<file path="src/rtl/fft64_pkg.sv">
// Shared types and constants for the FFT64 frame-regrouping blocks.
package fft64_pkg;

    localparam int DW       = 10;
    localparam int SR_DEPTH = 8;
    localparam int SEL_W    = 3;

    typedef enum logic {
        LOAD  = 1'b0,
        DRAIN = 1'b1
    } state_t;

    function automatic logic [SEL_W-1:0] bitrev3(input logic [SEL_W-1:0] v);
        return {v[0], v[1], v[2]};
    endfunction

endpackage

</file>
<file path="src/rtl/sr8_reorder_ctrl.sv">
// Loads 8 samples into an external 8-entry shift register, then drains them
// through its read mux in natural or 3-bit digit-reversed order.
module sr8_reorder_ctrl #(
    parameter int DW     = fft64_pkg::DW,
    parameter bit BITREV = 1'b1
) (
    input  logic          clk,
    input  logic          rst,
    input  logic          flush,
    input  logic          in_valid,
    output logic          in_ready,
    input  logic [DW-1:0] in_re,
    input  logic [DW-1:0] in_im,
    output logic          sr_ren,
    output logic [DW-1:0] sr_dinre,
    output logic [DW-1:0] sr_dinim,
    output logic [2:0]    sr_sel,
    input  logic [DW-1:0] sr_doutre,
    input  logic [DW-1:0] sr_doutim,
    output logic          out_valid,
    input  logic          out_ready,
    output logic [DW-1:0] out_re,
    output logic [DW-1:0] out_im,
    output logic          out_last,
    output logic          busy
);
    import fft64_pkg::*;

    state_t           state, state_n;
    logic [SEL_W-1:0] wr_cnt, wr_cnt_n;
    logic [SEL_W-1:0] rd_cnt, rd_cnt_n;

    always_ff @(posedge clk or posedge rst) begin
        if (rst) begin
            state  <= LOAD;
            wr_cnt <= '0;
            rd_cnt <= '0;
        end else begin
            state  <= state_n;
            wr_cnt <= wr_cnt_n;
            rd_cnt <= rd_cnt_n;
        end
    end

    // flush overrides every transition and also suppresses the shift of a sample offered alongside it
    always_comb begin
        state_n   = state;
        wr_cnt_n  = wr_cnt;
        rd_cnt_n  = rd_cnt;
        in_ready  = 1'b0;
        sr_ren    = 1'b0;
        out_valid = 1'b0;
        out_last  = 1'b0;
        case (state)
            LOAD: begin
                in_ready = 1'b1;
                if (in_valid && !flush) begin
                    sr_ren   = 1'b1;
                    wr_cnt_n = wr_cnt + 3'd1;
                    if (wr_cnt == 3'd7) begin
                        state_n = DRAIN;
                    end
                end
            end
            DRAIN: begin
                out_valid = 1'b1;
                out_last  = (rd_cnt == 3'd7);
                if (out_ready) begin
                    rd_cnt_n = rd_cnt + 3'd1;
                    if (rd_cnt == 3'd7) begin
                        state_n = LOAD;
                    end
                end
            end
            default: state_n = LOAD;
        endcase
        if (flush) begin
            state_n  = LOAD;
            wr_cnt_n = '0;
            rd_cnt_n = '0;
        end
    end

    assign sr_dinre = in_re;
    assign sr_dinim = in_im;
    assign sr_sel   = BITREV ? bitrev3(rd_cnt) : rd_cnt;
    assign out_re   = sr_doutre;
    assign out_im   = sr_doutim;
    assign busy     = (state == DRAIN) || (wr_cnt != 3'd0);

endmodule

</file>
<file path="config.mk">
export PLATFORM = sky130hd
export DESIGN_NAME = sr8_reorder_ctrl
export DESIGN_NICKNAME = d
export VERILOG_FILES = /design/src/rtl/fft64_pkg.sv /design/src/rtl/sr8_reorder_ctrl.sv
export SDC_FILE = /design/constraint.sdc
export NUM_CORES = 1
export LEC_CHECK = 0
export BUFFER_PORTS_ARGS = -buffer_cell sky130_fd_sc_hd__buf_2
export CAP_MARGIN = 10
export CORE_MARGIN = 2
export CORE_UTILIZATION = 32
export DETAILED_ROUTE_END_ITERATION = 7
export PLACE_DENSITY = 0.83
export SLEW_MARGIN = 25
export SYNTH_ARGS = -nofsm -noshare
export SYNTH_HDL_FRONTEND = slang
export SYNTH_SLANG_ARGS = --single-unit
</file>
<file path="constraint.sdc">
create_clock -name clk -period 1.2 [get_ports clk]
set_input_delay 0.12 -clock clk [delete_from_list [all_inputs] [get_ports clk]]
set_output_delay 0.12 -clock clk [all_outputs]
set_load 0.02 [all_outputs]
</file>
== Yosys cells after proc, flatten, opt, wreduce, memory -nomap -nowiden ==
Index checks and enable logic that the tools add are counted.

* Bitwise logic cells: 1
* Add/subtract/negate cells: 2
* Reduce and logical (&&, ||, !) cells: 9
* Mux-type cells: 17
* Eq/ne operators: 3

{| class="wikitable"
|+ Operators with widths
! kind !! number
|-
| $mux W3 || 6
|-
| $mux W1 || 10
|-
| $add A3 B1 Y3 const B || 2
|-
| $eq A3 B3 Y1 const B || 2
|-
| $reduce_bool A2 Y1 || 3
|-
| $reduce_and A2 Y1 || 2
|-
| $reduce_bool A3 Y1 || 1
|-
| $ne A2 B2 Y1 const B || 1
|-
| $pmux W1 S2 || 1
|-
| $logic_and A1 B1 Y1 || 1
|-
| $logic_not A1 Y1 || 1
|-
| $logic_or A1 B1 Y1 || 1
|-
| $not A1 Y1 || 1
|}

* Flip-flop bits (word level): 7
* Logic and storage cells: 35
* Output and inout bits: 48
* Input port bits: 45

== Depth between registers and ports, before layout ==
* Depth after elaboration: 5
* Gate-level depth with buffers: 4
* Gate-level depth less buffers: 4

== Least setup slack after synthesis ==
No wires, ideal clock.

* Path type: register -> output
* Start: register state
* End: output sr_ren
* Cell stages (with the launch flop): 3
* Required time: 1.080 ns
* Slack: -0.002 ns
* Path buffers: 0
* Arrival time: 1.082 ns
* Path through: dfrtp_1 and2b_4 nor2b_1

* Word-level cells in the longest chain between the ends: 1

{| class="wikitable"
|+ RTL lines
! what !! line !! RTL
|-
| from (decl) || sr8_reorder_ctrl.sv:29 || <nowiki>state_t state, state_n;</nowiki>
|-
| from (signal assigned) || sr8_reorder_ctrl.sv:39 || <nowiki>state <= state_n;</nowiki>
|-
| $mux W1 || sr8_reorder_ctrl.sv:54 || <nowiki>case (state)</nowiki>
|-
| to (decl) || sr8_reorder_ctrl.sv:14 || <nowiki>output logic sr_ren,</nowiki>
|}

Every way passes these cells.

== Worst setup path after layout ==
* Start: register rd_cnt[0]
* End: output out_last

* Word-level cells in the longest chain between the ends: 2

{| class="wikitable"
|+ RTL lines
! what !! line !! RTL
|-
| from (decl) || sr8_reorder_ctrl.sv:31 || <nowiki>logic [SEL_W-1:0] rd_cnt, rd_cnt_n;</nowiki>
|-
| from (signal assigned) || sr8_reorder_ctrl.sv:41 || <nowiki>rd_cnt <= rd_cnt_n;</nowiki>
|-
| $eq A3 B3 Y1 || sr8_reorder_ctrl.sv:67 || <nowiki>out_last = (rd_cnt == 3'd7);</nowiki>
|-
| $mux W1 || sr8_reorder_ctrl.sv:54 ||
|-
| to (decl) || sr8_reorder_ctrl.sv:24 || <nowiki>output logic out_last,</nowiki>
|}

Every way passes these cells.

==> qor.yml <==
status:
  status: "finished, violations left"
  violations: "setup timing"
clocking:
  htreeDepth: 1
  clockBufferDepth: 2
  cts_tree: "yes"
  clock_latency_ns: 0.25
  clk_pin_slew_ns: 0.05
  clockRootBuffer: "clkbuf_4"
  cts_sinks: 7
  cts_buffers: 3
finish:
  drive_gt1_frac: 0.530
  nets: 117
  antennaDiodeCount: 0
  final_common_cell: "buf_4"
  stdcell_count: 94
  post-route-util: 0.314
  area_delta_synth_final_pct: -6.87
  final_cell_mix: "buf_4, buf_2, dfrtp_1"
yosys:
  synth_warnings: 0
  ys_types: 20
  syn_area_um2: 747
  ys_ff_latch: 7
  ys_seq_area_frac: 0.235
  netlist_instances: 82
  avgSynthCellArea_um2: 9.11
  synth_largest_type_area_fraction: 0.412
  yosysTopAreaCell: "buf_4"
  synth.area.top_cells: "buf_4, dfrtp_1, ha_1"
  synth_nets: 132
hold_path:
  hp-start: "out_ready"
  min_path_cells: 2
  hold_path_class: "in2reg"
floorplanning:
  dieArea_um2: 2740
  dieWidth_um: 52.3
  die_y_um: 52.3
  fp-row-count: 17
  start_util: 0.338
  core-area_um2: 2210
  ios: 93
critical_path:
  startpoint_type: "register"
  worst_ep_required_time_ns: 1.08
  worstPathMaxFanout: 2
  cp-startpoint: "rd_cnt[0]"
  worstRegToRegCells: 3
  path_cells: "ha_2 > ha_4 > and2_4 > buf_6"
  cp_slowest_cell: "dfrtp_1"
  cpPeakStageDelay_ns: 0.38
  cp.arrival_ns: 1.23
  path_buf_inv: 1
  critical_path_class: "reg2out"
  cp_top_family: "flip-flops"
  r2r-start: "state"
  path_depth: 4
  end_kind: "output port"
placed_design:
  io_buffer_count: 12
  place_inst: 83
  hpwlAfterDp_um: 857
  gp_congestion: 0.753
sta:
  layout_min_cycle_time_ns: 1.35
  setup_viol: 3
  setup_slack_ns: -0.145
  tightestPinTransition_ns: 0.273
  finalCritPeriodShare: 1.12
  slew_viol_final: 0
  rsz0062_at_grt: "yes"
  skew_ns: 0.00174
  hold_violations: 0
  relSlewSlack: 0.818
  hold_ws_ns: 0.156
  fmax_mhz: 743
grt:
  grt_use_total: 0.0899
  grt_overflow: 0
  grt_pass1_wl_mm: 1.77
  grt_max_degree: 13
  antenna_found_initial: 0
  grt_pass1_vias: 400
route:
  vias: 433
  postRouteAntennaNets: 0
  wl_per_cell_um: 12.5
  wl_mm: 1.17
  via_per_inst: 4.61
  dr.pass1.iters: 2
  drt_iter0_markers: 4
  drc: 0
power:
  p_leak_nw: 0.341
  powerDensity_nw_per_um2: 803
  ir_worst_vdd_mv: 0.579
  power.total_mw: 0.558
flow_run:
  drv_cap: 0
[routing by layer]
metal / global-route usage / share of wire
met4: 0.0726 / 0.029
met2: 0.135 / 0.48
met5: 0 / 0
met1: 0.0906 / 0.37
met3: 0.0486 / 0.12
[flip-flops by register name (all words and copies together), names as in the netlist]
signal / flops
rd_cnt: 3
wr_cnt: 3
state: 1
[worst register-to-register path: stages (launching register included)]
cell     delay [ns]
dfrtp_1        0.38
and2b_4        0.25
buf_4          0.12
mux2_4         0.29
[Yosys cell counts, drive strengths merged]
| cell type | count |
|---|---|
| a21bo | 2 |
| a21oi | 3 |
| a311oi | 1 |
| and2 | 1 |
| and2b | 1 |
| buf | 42 |
| dfrtp | 7 |
| ha | 5 |
| inv | 4 |
| mux2 | 2 |
| nand2 | 1 |
| nand2b | 1 |
| nand3 | 2 |
| nand3b | 1 |
| nand4bb | 2 |
| nor2 | 2 |
| nor2b | 3 |
| o21ai | 1 |
| o31ai | 1 |
[path summary, 6_finish.rpt]
| kind | endpoint | slack (ns) |
|---|---|---|
| max | out_last | -0.15 |
| min | state | 0.16 |
| max reg2reg | wr_cnt[0] | 0.05 |
| min reg2reg | wr_cnt[2] | 0.56 |
| max in group asynchronous | state | 0.63 |
| min in group asynchronous | rd_cnt[2] | 0.35 |
[cells by family (layout without fill, tap and decap cells)]
family / Yosys count / after routing / synth area share
buffers and inverters: 46 / 30 / 0.439
and+or+nand+nor: 14 / 14 / 0.127
AOI/OAI and AO/OA: 8 / 8 / 0.0754
DFF: 7 / 7 / 0.235
adders and majority gates: 5 / 5 / 0.0838
muxes: 2 / 2 / 0.0402
[per-stage QoR]
stage | setup TNS [ns] | area (µm²) | setup slack, ns
after floorplan | 0 | 749 | 0.0218
after global placement | 0 | 554 | 0.0482
after detailed placement | 0 | 554 | 0.0266
after CTS | -0.226 | 673 | -0.154
after global routing | -0.458 | 696 | -0.187
final | -0.237 | 696 | -0.145
[cell type report]
type                            instances  area (µm²)
Timing Repair Buffer                   22         173
Fill cell                             242        1520
Sequential cell                         7         175
Multi-Input combinational cell         29         272
Inverter                                4        15.0
Tap cell                               28        35.0
Clock buffer                            4        26.3
[power by group]
part | leakage, nW | switching, mW | internal [mW] | total (mW)
Clock | 0.0150 | 0.0865 | 0.127 | 0.213
Combinational | 0.230 | 0.0468 | 0.0503 | 0.0971
Sequential | 0.0963 | 0.00499 | 0.243 | 0.248
[timing repair]
action	4_1_cts	5_1_grt
pin swaps	2	0
hold buffers	1	0
resized for setup	12	5
setup buffers	5	2
setup endpoints to repair	3	5
hold endpoints to repair	7	0
Note: power is estimated with default switching activity, not from simulation.
